### src/rtl/bd_deserializer.sv
`default_nettype none
// ============================================================================
// Module      : bd_deserializer
// Description : Reassembles leaf-tagged serialized chunks into full-width
//               decoded BD words. A per-leaf table gives chunks per word.
// Revision    : 1.0 - initial release
// ============================================================================
module bd_deserializer #(
    parameter int                   NCODE       = 8,
    parameter int                   NDATA_IN    = 24,
    parameter int                   NBD_PAYLOAD = 64,
    parameter int                   NLEAF       = 16,
    parameter logic [2*NLEAF-1:0]   SER_TABLE   = '0
) (
    input  logic                    clk,
    input  logic                    reset,
    input  logic                    ser_in_v,
    input  logic [NCODE-1:0]        ser_in_code,
    input  logic [NDATA_IN-1:0]     ser_in_payload,
    output logic                    ser_in_a,
    output logic                    dec_out_v,
    output logic [NCODE-1:0]        dec_out_leaf_code,
    output logic [NBD_PAYLOAD-1:0]  dec_out_payload,
    input  logic                    dec_out_a,
    output logic                    err_code,
    output logic                    err_interleave
);

    localparam int c_MAX_SER = (NBD_PAYLOAD + NDATA_IN - 1) / NDATA_IN;
    localparam int c_CNT_W   = (c_MAX_SER > 1) ? $clog2(c_MAX_SER) : 1;
    localparam int c_LEAF_W  = (NLEAF > 1) ? $clog2(NLEAF) : 1;

    logic [c_CNT_W-1:0]     r_cnt;
    logic [NBD_PAYLOAD-1:0] r_acc;
    logic [NCODE-1:0]       r_held_code;

    logic [c_LEAF_W-1:0]    w_leaf;
    logic [1:0]             w_ser_field;
    logic                   w_invalid;
    logic                   w_restart;
    logic [c_CNT_W-1:0]     w_eff_cnt;
    logic                   w_final;
    logic                   w_accept;
    logic                   w_take;
    logic [NBD_PAYLOAD-1:0] w_chunk_shifted;
    logic [NBD_PAYLOAD-1:0] w_acc_next;

    // Classify the offered chunk and build the merged accumulator value.
    // Invalid codes are never final so they are always accepted and dropped.
    always_comb begin
        w_leaf          = ser_in_code[c_LEAF_W-1:0];
        w_ser_field     = SER_TABLE[2*w_leaf +: 2];
        w_invalid       = (ser_in_code >= NCODE'(NLEAF));
        w_restart       = (r_cnt != '0) && (ser_in_code != r_held_code);
        w_eff_cnt       = w_restart ? '0 : r_cnt;
        w_final         = !w_invalid && (32'(w_eff_cnt) == 32'(w_ser_field));
        ser_in_a        = !w_final || !dec_out_v || dec_out_a;
        w_accept        = ser_in_v && ser_in_a;
        w_take          = w_accept && !w_invalid;
        // Shift drops bits that fall above the output width (last chunk truncation).
        w_chunk_shifted = NBD_PAYLOAD'(ser_in_payload) << (32'(w_eff_cnt) * NDATA_IN);
        w_acc_next      = ((w_eff_cnt == '0) ? '0 : r_acc) | w_chunk_shifted;
    end

    // Partial-word state: chunk counter, accumulator and current word's code.
    always_ff @(posedge clk or posedge reset) begin
        if (reset) begin
            r_cnt       <= '0;
            r_acc       <= '0;
            r_held_code <= '0;
        end else if (w_take) begin
            r_acc       <= w_acc_next;
            r_held_code <= ser_in_code;
            r_cnt       <= w_final ? '0 : w_eff_cnt + 1'b1;
        end
    end

    // Single-entry output register; a load in the same edge as a drain wins.
    always_ff @(posedge clk or posedge reset) begin
        if (reset) begin
            dec_out_v         <= 1'b0;
            dec_out_leaf_code <= '0;
            dec_out_payload   <= '0;
        end else if (w_take && w_final) begin
            dec_out_v         <= 1'b1;
            dec_out_leaf_code <= ser_in_code;
            dec_out_payload   <= w_acc_next;
        end else if (dec_out_a) begin
            dec_out_v         <= 1'b0;
        end
    end

    // One-cycle error pulses; a restart on an invalid code only flags err_code.
    always_ff @(posedge clk or posedge reset) begin
        if (reset) begin
            err_code       <= 1'b0;
            err_interleave <= 1'b0;
        end else begin
            err_code       <= w_accept && w_invalid;
            err_interleave <= w_take && w_restart;
        end
    end

    // Table entries beyond the maximum chunk count are unsupported.
    always_ff @(posedge clk) begin
        if (!reset && ser_in_v && !w_invalid)
            assert (32'(w_ser_field) <= c_MAX_SER - 1);
    end

endmodule
`default_nettype wire

### config.mk
export PLATFORM = sky130hd
export DESIGN_NAME = bd_deserializer
export DESIGN_NICKNAME = d
export VERILOG_FILES = /design/src/rtl/bd_deserializer.sv
export SDC_FILE = /design/constraint.sdc
export NUM_CORES = 1
export LEC_CHECK = 0
export ABC_AREA = 1
export BUFFER_PORTS_ARGS = -buffer_cell sky130_fd_sc_hd__buf_2
export CORE_MARGIN = 8
export CORE_UTILIZATION = 25
export DETAILED_ROUTE_END_ITERATION = 6
export GPL_TIMING_DRIVEN = 0
export HOLD_SLACK_MARGIN = 0.15
export PLACE_DENSITY = 0.48
export SETUP_SLACK_MARGIN = 0.1
export SYNTH_ARGS = -nofsm -noshare
export SYNTH_HDL_FRONTEND = slang
export SYNTH_SLANG_ARGS = --single-unit
### constraint.sdc
create_clock -name clk -period 3.66 [get_ports clk]
set_clock_uncertainty 0.2 [all_clocks]
set_input_delay 0.366 -clock clk [delete_from_list [all_inputs] [get_ports clk]]
set_output_delay 0.366 -clock clk [all_outputs]
set_load 0.02 [all_outputs]
==> summary.md <==
| Metric | Value |
|---|---|
| Root cell of the clock tree | `clkbuf_16` |
| Die area | `0.0238 mm^2` |
| Flops & latches, synth | `93` |
| Synth Warn # | `0` |
| Tcrit/Tclk final | `0.897` |
| Final min period | `3.28 ns` |
| First-pass GRT wire length | `25,500 um` |
| RePlAce Congestion | `0.921` |
| CP endpoint kind | `flip-flop` |
| Dpl cell area | `0.00566 mm^2` |
| Achievable frequency | `305 MHz` |
| Clock Latency Late Sink | `0.35 ns` |
| Via count | `4,571` |
| Die Height | `154 um` |
| DR vias/cell | `4.51` |
| Final #Nets | `813` |
| Mapped Avg Cell Area | `7.43 um^2` |
| DRC | `0` |
| Clock sinks | `93` |
| Final core occ | `0.325` |
| Crit Path Max Fanout | `10` |
| Status | `finished clean` |
| Synthesized Nets | `682` |
| 1st-pass router iterations | `5` |
| Arrival time at the worst endpoint | `3.37 ns` |
| Area growth syn-to-layout | `27.4%` |
| Drt initial violations | `331` |
| Top post-synthesis cells by count | `215 x nand2_1, 93 x dfrtp_1, 66 x nand3_1, 60 x nor2_1, 50 x inv_1` |
| Net load switching power | `0.984 mW` |
| Slowest cell on the critical path | `dfrtp_1` |
| Multi-input combinational cell area | `0.00203 mm^2` |
| Final WL | `16,500 um` |
| Row cnt | `50` |
| Sw Ratio | `0.325` |
| Startpoint Class | `flip-flop` |
| WL per Instance | `16.3 um` |
| Register area share after synthesis | `0.487` |
| Worst path cell trace | `inv_1 > nand2_1 > nand2_1 > nand2_1 > nor2_4 > buf_2 > nand2_1 > nor2_1 > ha_1 > buf_2 > inv_1 > nor2_2 > buf_2 > nand4_1 > nand3_1 > nand2_1 > nand2_1` |
| Worst Hold Class | `input port to flip-flop` |
| Flip-flop and latch area | `0.00233 mm^2` |
| EDFF count, synth | `0` |
| Largest net degree at the start of global routing | `48` |
| Initial Util | `0.255` |
| Final setup viols | `0` |
| Synthesized instance count | `643` |
| Final Slew Violations | `0` |
| Post-Syn Area | `0.00478 mm^2` |
| IO Pins | `112` |
| Max stage delay on crit path | `0.39 ns` |
| Crit path required time | `3.75 ns` |
| GRT overflow | `0` |
| # fillers | `2,071` |
| PD cells | `497 mW/mm^2` |
| Final instance area | `0.00609 mm^2` |
| CTS clk-pin slew, worst paths | `0.07 ns` |
| Sequential Power Share | `0.427` |
| Core Area | `0.0187 mm^2` |
| Ys async rst share | `1.00` |
| Internal power | `2.04 mW` |
| Clock share of power | `0.341` |
| # Max-Cap Violations | `0` |
| RSZ-0062 raised after global routing | `no` |
| Most common cell in the netlist | `nand2_1` |
| Slew margin rel. | `0.583` |
| Vias in the first global route | `4,519` |
| Dpl hpwl | `12,900 um` |
| Crit Path Class | `flip-flop to flip-flop` |
| Post-route ant nets | `0` |
| CTS Buf Count | `9` |
| Top post-synthesis cells by area | `dfrtp_1 49%, nand2_1 17%, nand3_1 6.9%` |
| Total GRT Usage | `0.139` |
| Initial antenna violation count | `0` |
| Fin. Hold Viols | `0` |
| Die X | `154 um` |
| # H-tree levels | `3` |
| CTS Buffer Depth | `2` |
| Lkg Pwr | `3.28 nW` |
| Synth area leader | `dfrtp_1` |
| CP dominant cell by count | `nand2_1` |
| Worst vdd ir | `0.231 mV` |
| Synth unique cells | `22` |
| Share of the synthesized area in the top cell type | `0.487` |
| Logic pwr share | `0.232` |
| CTS tree | `built` |
| Layout cells sized above 1 | `0.227` |
| Ant. Diodes | `0` |
| PortBufs | `111` |
| Post-synth top flop | `dfrtp_1` |
| Slew @ Worst Pin | `0.626 ns` |
layout make-up:
cell class                      instances  area share
Sequential cell                        93       0.382
Multi-Input combinational cell        451       0.334
Timing Repair Buffer                  120       0.109
Inverter                               56      0.0356
Buffer                                 43      0.0384
Tap cell                              234      0.0481
Clock inverter                          7      0.0158
Clock buffer                            9      0.0370
repair_timing:
item                                   CTS  global route
gates resized for setup                  1            17
endpoints found under the hold margin   56             0
hold buffers                             7             0
setup endpoints to repair                2            57
buffers inserted                         0             1
routing by layer:
metal,vias up,global-route usage,wire [um]
li1,2315,-,-
met2,118,0.207,7310
met5,-,0,0
met1,2121,0.195,8140
met3,17,0.0290,794
met4,0,0.0462,276
flip-flops by register name (all words and copies together) (netlist names):
register,cells
dec_out_payload,64
err_code,1
r_cnt,2
dec_out_v,1
err_interleave,1
r_acc,8
r_held_code,8
dec_out_leaf_code,8
worst paths after layout:
path / cells after the start / end / slack [ns] / from
worst max-delay path: 17 / r_acc[32]$_DFFE_PP0N_ / 0.38 / r_held_code[1]$_DFFE_PP0N_
worst min-delay path: 3 / dec_out_payload[1]$_DFFE_PP0P_ / 0.17 / ser_in_payload[1]
worst max register to register: 17 / r_acc[32]$_DFFE_PP0N_ / 0.38 / r_held_code[1]$_DFFE_PP0N_
worst min register to register: 2 / dec_out_payload[34]$_DFFE_PP0P_ / 0.28 / dec_out_payload[34]$_DFFE_PP0P_
max in group asynchronous: 4 / dec_out_payload[57]$_DFFE_PP0P_ / 2.16 / reset
min in group asynchronous: 3 / dec_out_payload[36]$_DFFE_PP0P_ / 0.45 / reset
through the flow:
stage	setup slack, ns	instances	setup TNS, ns	hold WS (ns)	power (mW)
6_report	0.376	1013	0	0.166	3.02
5_1_grt	0.103	1013	0	0.174	3.18
4_1_cts	0.152	1012	0	0.154	3.07
3_5_place_dp	-0.00134	989	-0.00206	0.261	2.02
3_3_place_gp	-0.703	988	-64.73	0.262	2.01
2_1_floorplan	0.674	643	0	0.249	1.73
worst max-delay path: cells and delay by family, from the launching register on:
family | cells | cell delay [ns]
buf+inv | 5 | 0.95
flops | 1 | 0.39
fa+ha+maj | 1 | 0.17
simple gates | 11 | 1.51
logic make-up (layout without fill, tap and decap cells):
family / Yosys count / count (layout) / synth area share
and+or+nand+nor: 378 / 378 / 0.338
AOI/OAI and AO/OA: 67 / 67 / 0.0707
buffers and inverters: 99 / 235 / 0.0906
adders and majority gates: 3 / 3 / 0.00786
DFF: 93 / 93 / 0.487
xor gates and xnor gates: 3 / 3 / 0.00550
cells in the final DEF, fill, tap and decap left out:
cell type,n
nand2_1,215
buf_2,135
dfrtp_1,93
nand3_1,66
nor2_1,57
inv_1,49
a21oi_1,40
nand4_1,32
o21ai_1,18
clkbuf_16,9
clkbuf_1,7
o21ai_0,7
dlygate4sd3_1,7
inv_2,4
nor2_4,4
buf_6,4
clkbuf_2,4
nor2_2,3
xnor2_1,3
ha_1,3
inv_6,3
buf_1,2
clkbuf_4,2
bufinv_16,2
clkinv_2,2
nand3_4,1
clkinvlp_4,1
a31oi_1,1
clkinv_1,1
inv_4,1
o22ai_1,1
buf_16,1
buf_4,1
power by group through the flow:
stage | clock [mW] | combinational (mW) | sequential (mW)
after global placement | 0 | 0.701 | 1.31
after detailed placement | 0 | 0.705 | 1.31
after floorplan | 0 | 0.222 | 1.50
after global routing | 1.10 | 0.775 | 1.31
final | 1.03 | 0.700 | 1.29
after CTS | 1.06 | 0.715 | 1.29
(Power assumes the default switching activity.)
